### src/rtl/usb_rx_pkg.sv
// Shared definitions for the USB receive-path bit decoder: line/run constants,
// the per-bit classification type and the NRZI decode helper.
package usb_rx_pkg;

    localparam int   USB_RUN_LEN = 6;
    localparam logic USB_J_LEVEL = 1'b1;

    typedef enum logic [1:0] {
        BIT_DATA    = 2'd0,
        BIT_STUFFED = 2'd1,
        BIT_ERR     = 2'd2
    } rx_bit_kind_t;

    // No transition on the line decodes as 1, a transition as 0.
    function automatic logic nrzi_decode(input logic line_lvl, input logic ref_lvl);
        return ~(line_lvl ^ ref_lvl);
    endfunction

endpackage

### src/rtl/usb_run_counter.sv
// Consecutive-ones counter with synchronous clear; saturates at RUN_LEN and
// flags when the limit has been reached.
module usb_run_counter
    import usb_rx_pkg::*;
#(
    parameter int    RUN_LEN = USB_RUN_LEN,
    localparam int   CW      = $clog2(RUN_LEN + 1)
) (
    input  logic          clk,
    input  logic          n_rst,
    input  logic          inc,
    input  logic          clr,
    output logic [CW-1:0] run_cnt,
    output logic          at_limit
);

    logic [CW-1:0] cnt_r;
    logic          at_limit_s;

    assign at_limit_s = (cnt_r == CW'(RUN_LEN));
    assign run_cnt    = cnt_r;
    assign at_limit   = at_limit_s;

    // Run length register: clear wins over increment, increment stops at the limit.
    always_ff @(posedge clk or negedge n_rst) begin
        if (!n_rst) begin
            cnt_r <= {CW{1'b0}};
        end else if (clr) begin
            cnt_r <= {CW{1'b0}};
        end else if (inc && !at_limit_s) begin
            cnt_r <= cnt_r + CW'(1);
        end else begin
            cnt_r <= cnt_r;
        end
    end

endmodule

### src/rtl/usb_nrzi_unstuff.sv
// USB receive NRZI decoder with bit-unstuffing: flags stuffed bits for the
// shift register to skip and raises a sticky error on an over-long run of ones.
module usb_nrzi_unstuff
    import usb_rx_pkg::*;
#(
    parameter int    RUN_LEN    = USB_RUN_LEN,
    parameter logic  IDLE_LEVEL = USB_J_LEVEL,
    parameter bit    UNSTUFF_EN = 1'b1,
    localparam int   CW         = $clog2(RUN_LEN + 1)
) (
    input  logic          clk,
    input  logic          n_rst,
    input  logic          d_plus,
    input  logic          shift_enable,
    input  logic          eop,
    output logic          d_orig,
    output logic          bit_valid,
    output logic          stuffed,
    output logic          stuff_err,
    output logic [CW-1:0] run_cnt
);

    logic         prev_r;
    logic         d_orig_r;
    logic         bit_valid_r;
    logic         stuffed_r;
    logic         stuff_err_r;
    logic         bit_s;
    logic         at_limit_s;
    logic         inc_s;
    logic         clr_s;
    rx_bit_kind_t kind_s;

    usb_run_counter #(
        .RUN_LEN (RUN_LEN)
    ) u_run_counter (
        .clk      (clk),
        .n_rst    (n_rst),
        .inc      (inc_s),
        .clr      (clr_s),
        .run_cnt  (run_cnt),
        .at_limit (at_limit_s)
    );

    // Decode the current sample and classify it; derive counter controls.
    always_comb begin
        bit_s  = nrzi_decode(d_plus, prev_r);
        kind_s = BIT_DATA;
        inc_s  = 1'b0;
        clr_s  = 1'b0;
        if (UNSTUFF_EN && at_limit_s) begin
            kind_s = bit_s ? BIT_ERR : BIT_STUFFED;
        end else begin
            kind_s = BIT_DATA;
        end
        if (shift_enable && eop) begin
            clr_s = 1'b1;
        end else if (shift_enable) begin
            case (kind_s)
                BIT_DATA: begin
                    inc_s = bit_s;
                    clr_s = ~bit_s;
                end
                BIT_STUFFED, BIT_ERR: clr_s = 1'b1;
                default:              clr_s = 1'b1;
            endcase
        end else begin
            inc_s = 1'b0;
            clr_s = 1'b0;
        end
    end

    // Line reference and output registers; pulses are single-cycle by default.
    always_ff @(posedge clk or negedge n_rst) begin
        if (!n_rst) begin
            prev_r      <= IDLE_LEVEL;
            d_orig_r    <= 1'b1;
            bit_valid_r <= 1'b0;
            stuffed_r   <= 1'b0;
            stuff_err_r <= 1'b0;
        end else begin
            bit_valid_r <= 1'b0;
            stuffed_r   <= 1'b0;
            if (shift_enable && eop) begin
                prev_r      <= IDLE_LEVEL;
                d_orig_r    <= 1'b1;
                stuff_err_r <= 1'b0;
            end else if (shift_enable) begin
                prev_r   <= d_plus;
                d_orig_r <= bit_s;
                case (kind_s)
                    BIT_DATA:    bit_valid_r <= 1'b1;
                    BIT_STUFFED: stuffed_r   <= 1'b1;
                    BIT_ERR: begin
                        bit_valid_r <= 1'b1;
                        stuff_err_r <= 1'b1;
                    end
                    default:     bit_valid_r <= 1'b0;
                endcase
            end else begin
                prev_r      <= prev_r;
                d_orig_r    <= d_orig_r;
                stuff_err_r <= stuff_err_r;
            end
        end
    end

    assign d_orig    = d_orig_r;
    assign bit_valid = bit_valid_r;
    assign stuffed   = stuffed_r;
    assign stuff_err = stuff_err_r;

endmodule

### config.mk
export PLATFORM = sky130hd
export DESIGN_NAME = usb_nrzi_unstuff
export DESIGN_NICKNAME = d
export VERILOG_FILES = /design/src/rtl/usb_rx_pkg.sv /design/src/rtl/usb_run_counter.sv /design/src/rtl/usb_nrzi_unstuff.sv
export SDC_FILE = /design/constraint.sdc
export NUM_CORES = 1
export LEC_CHECK = 0
export BUFFER_PORTS_ARGS = -buffer_cell sky130_fd_sc_hd__buf_4
export CORE_AREA = 2 2 39 41
export DETAILED_ROUTE_END_ITERATION = 8
export DIE_AREA = 0 0 41 43
export PLACE_DENSITY = 0.5
export SETUP_SLACK_MARGIN = 0.3
export SYNTH_ARGS = -nofsm -noshare
export SYNTH_HDL_FRONTEND = slang
export SYNTH_SLANG_ARGS = --single-unit
export TNS_END_PERCENT = 30
### constraint.sdc
create_clock -name clk -period 1.2 [get_ports clk]
set_input_delay 0.24 -clock clk [delete_from_list [all_inputs] [get_ports clk]]
set_output_delay 0.24 -clock clk [all_outputs]
set_load 0.005 [all_outputs]
; Yosys cells after proc, flatten, opt, wreduce, memory -nomap -nowiden
; Cells that the tools add are included.
[classes]
add_sub_neg = 1
n_eq_ne = 3
mux = 23
bitwise = 2
n_reduce_logical = 9
[op_table]
columns = operator, n
row1 = 1-bit 2-to-1 mux, 19
row2 = 3-bit 2-to-1 mux, 2
row3 = 2-bit nonzero test, 3
row4 = 2-bit 2-to-1 mux, 2
row5 = "3-bit by 1-bit adder with 3-bit output, second input constant", 1
row6 = "3-bit == test, second input constant", 1
row7 = "2-bit by 1-bit == test with 1-bit output, second input constant", 1
row8 = "2-bit == test, second input constant", 1
row9 = 1-bit logical AND, 2
row10 = 2-bit zero test, 1
row11 = 2-bit AND reduction, 1
row12 = 2-bit OR reduction, 1
row13 = 1-bit zero test, 1
row14 = 1-bit NOT, 1
row15 = 1-bit XOR, 1
[word_totals]
register_bits = 8
in_bits = 5
out_inout_bits = 7

; Depth between registers and ports, before layout
[depth]
word_depth = 10
depth_mapped = 5

; By module
; A second synthesis with hierarchy kept.
[unflattened]
cells_unflattened = 34
hier_area_um2 = 401.6
[by_module_without_submodules]
columns = module, instances, cells_per_inst, area_per_inst_um2, seq_area_each_um2
row1 = usb_nrzi_unstuff, 1, 17, 216.5, 127.6
row2 = usb_run_counter, 1, 17, 185.2, 75.1

; Least setup slack after synthesis
; Ideal clock, no wire load.
[synth_path]
kind = register to register
from = reg u_run_counter.cnt_r[0] (netlist: u_run_counter.run_cnt[0])
to = reg u_run_counter.cnt_r[1] (netlist: u_run_counter.run_cnt[1])
arrival_time_ps = 1027
t_required_ps = 1105
slack_ps = 78
path_stages_with_launch = 6
path_buffers = 0
path_cell_list = dfrtp_1 inv_1 ha_1 nand2_1 nand2_2 o32ai_2
[synth_between]
elab_chain_len = 8
elab_cells_between_ends = 15
[synth_rtl]
columns = item, line
row1 = start: declaration, usb_run_counter.sv:17  ; logic [CW-1:0] cnt_r;
row2 = start signal: assignment, usb_run_counter.sv:27  ; cnt_r <= {CW{1'b0}};
row3 = start signal: assignment, usb_run_counter.sv:29  ; cnt_r <= {CW{1'b0}};
row4 = start signal: assignment, usb_run_counter.sv:31  ; cnt_r <= cnt_r + CW'(1);
row5 = 3-bit == test, usb_run_counter.sv:20  ; assign at_limit_s = (cnt_r == CW'(RUN_LEN));
row6 = 2-bit 2-to-1 mux, usb_nrzi_unstuff.sv:51  ; if (UNSTUFF_EN && at_limit_s) begin
row7 = 2-bit zero test, usb_nrzi_unstuff.sv:59  ; case (kind_s)
row8 = 1-bit 2-to-1 mux, usb_nrzi_unstuff.sv:59
row9 = 1-bit 2-to-1 mux, usb_nrzi_unstuff.sv:58  ; end else if (shift_enable) begin
row10 = 1-bit 2-to-1 mux, usb_nrzi_unstuff.sv:56  ; if (shift_enable && eop) begin
row11 = 1-bit logical AND, usb_run_counter.sv:30  ; end else if (inc && !at_limit_s) begin
row12 = 2-bit nonzero test (no line), n/a
; Several ways; a longest one is shown, not always the timed one. The select of a mux whose other input is x is not followed.
; A chain may end at the register's enable or synchronous reset.

; Final worst setup path
[layout_path]
from = reg u_run_counter.cnt_r[0] (netlist: u_run_counter.run_cnt[0])
to = out run_cnt[0]
[layout_lines]
columns = item, line
row1 = end: declaration, usb_nrzi_unstuff.sv:20  ; output logic [CW-1:0] run_cnt
; No word-level cell between the ends.

==> flow_summary.toml <==
[status]
status = "completed"

[cts]
path_clk_slew_ps = 60
cts_root_buf = "clkbuf_4"
cts.htree.levels = 1
cts_buffer_depth = 2
cts_tree = "built"
clk_latency_ps = 260
clock_sinks = 8
numCtsBuffers = 3

[placement]
dp_slack_ps = 45.3
portBuffers = 11
place_congestion = 0.688
post_dp_cell_area_um2 = 492
hpwl_um = 521
place_inst = 58

[timing]
timing_max_transition_violations_final = 0
rsz0062_at_grt = "true"
setup_viol = 0
whs_ps = 168
fin_skew_ps = 8.99
min_period_over_period_pct = 95.6
period_minus_slack_ps = 1150
relSlewSlack_pct = 88.3
setup_ws_ps = 53.3
clock.fmax_mhz = 872
hold_violations = 0
worstMarginPinSlew_ps = 174

[power]
p_per_area_mw_per_mm2 = 1090
p_leak_nw = 0.280
vdd_drop_max_uv = 615
total_power_uw = 676

[grt]
grt_max_degree = 9
grt_pass1_wl_mm = 1.30
grt-ovfl-total = 0
grt_pass1_vias = 299
grt_use_total_pct = 11.5
antenna_found_initial = 0

[routing]
viasPerCell = 4.35
dr.first_iter.drc_count = 3
drcViolationCount = 0
wirelength_um = 764
vias = 300
wire_per_inst_um = 11.1
dr.pass1.iters = 3
ant_nets = 0

[worst_setup_path]
start_kind = "register"
cpPeakStageDelay_ps = 390
r2r_cells = 3
crit_chain = "buf_4, buf_4"
r2r_slack_ps = 60
crit_path_start = "u_run_counter.run_cnt[0]"
path_max_fanout = 3
required_ps = 960
r2r-end = "u_run_counter.run_cnt[0]"
critPathArrivalTime_ps = 910
end_kind = "primary output"
cp_common_cell = "buf_4"
slowest_stage = "dfrtp_1"
worstSetupPathType = "register to primary output"
reg2reg_from = "prev_r"
endpoint = "run_cnt[0]"

[finish]
final_cells = 69
fill_cells = 134
fin_nets = 61
layout-drive-gt1-share_pct = 62.3
layout_commonest_cell = "buf_4"
layout_common_cells = "12 x buf_4, 5 x dfrtp_1, 5 x buf_6"
stdcell_area_um2 = 618
antenna_cells = 0
areaGrowthSynthToFinish_pct = 60.9

[logic_synthesis]
synth_cells = 31
ys_seq_elements = 8
yosys_warnings = 0
avgSynthCellArea_um2 = 12.4
synth_cell_types = 18
ys_seq_area_share_pct = 52.8
synth_area_um2 = 384
syn_nets = 38

[die]
die_area_mm2 = 0.00176
initial_core_util_pct = 27.8
die_h_um = 43
core.rowCount = 14
boundaryPins = 12
floorplan.die.width_um = 41
coreArea_mm2 = 0.00138

[hold_path]
hp-class = "input port to register"

[run]
cap_violations = 0
cells in the mapped netlist:
library cell  instances  share of area (%)
a21oi_1               1                1.3
a41oi_1               1                2.3
dfrtp_1               6                 39
dfstp_2               2                 14
ha_1                  2                6.5
inv_1                 2                2.0
nand2_1               1               0.98
nand2_2               1                1.6
nand2b_1              2                3.3
nand2b_2              1                2.3
nand3_1               2                2.6
nand4bb_1             1                2.9
nor2_1                2                2.0
nor3_1                2                2.6
o22a_2                2                5.2
o31ai_2               1                3.3
o32ai_2               1                4.2
xnor2_2               1                4.2
power by group:
group,internal (mW),switching [mW]
Sequential,0.291,0.0138
Clock,0.127,0.0927
Combinational,0.0887,0.0626
cell families after synthesis:
kind of cell | share of synthesized area [%]
xor+xnor | 4.24
flops | 52.8
fa+ha+maj | 6.51
simple gates | 18.2
compound gates | 16.3
buf+inv | 1.96
timing repair:
| action | 4_1_cts | 5_1_grt |
|---|---|---|
| gates resized for setup | 2 | 7 |
| hold endpoints to repair | 8 | 0 |
| hold buffers | 1 | 0 |
| endpoints found under the setup margin | 14 | 14 |
| buffers inserted | 3 | 3 |
| pin swaps | 1 | 3 |
area by class of cell:
| type | count | area (µm²) | share of cell area, % |
|---|---|---|---|
| Sequential cell | 8 | 204 | 33.0 |
| Timing Repair Buffer | 18 | 156 | 25.3 |
| Multi-Input combinational cell | 21 | 204 | 33.0 |
| Clock buffer | 4 | 26.3 | 4.25 |
| Tap cell | 16 | 20.0 | 3.24 |
| Inverter | 2 | 7.51 | 1.21 |
state kept, by name, summed over array words and instances, names as in the netlist:
signal / cells
prev_r: 1
stuff_err: 1
d_orig: 1
bit_valid: 1
stuffed: 1
u_run_counter.run_cnt: 3
worst min path at each step:
stage                      from                        to  slack [ps]  cells past startpoint
final                       eop                 stuff_err         170                      2
after global routing        eop                 stuff_err         160                      2
after CTS                   eop                 stuff_err         150                      2
after detailed placement  n_rst  u_run_counter.run_cnt[2]          60                      1
after global placement    n_rst                 bit_valid          60                      1
after floorplan           n_rst                 bit_valid         -60                      0
per-stage QoR:
stage | setup TNS [ps] | utilization [%]
after floorplan | 0 | -
after global routing | -9.69 | 44.7
after detailed placement | 0 | 35.5
after global placement | 0 | 35.5
final | 0 | 44.7
after CTS | 0 | 40.9
worst max-delay path, delay by kind of cell, from the launching register on:
kind / cells / cell delay (ps)
buffers and inverters: 2 / 280
flip-flops: 1 / 390
layer usage:
layer / vias to the layer above / share of wire [%] / GRT usage, %
met5: - / 0 / 0
met4: 0 / 0 / 2.00
met2: 11 / 48 / 16.3
met1: 133 / 44 / 13.5
li1: 156 / - / -
met3: 0 / 7.2 / 9.42
Power figures use the tool's default switching activity.
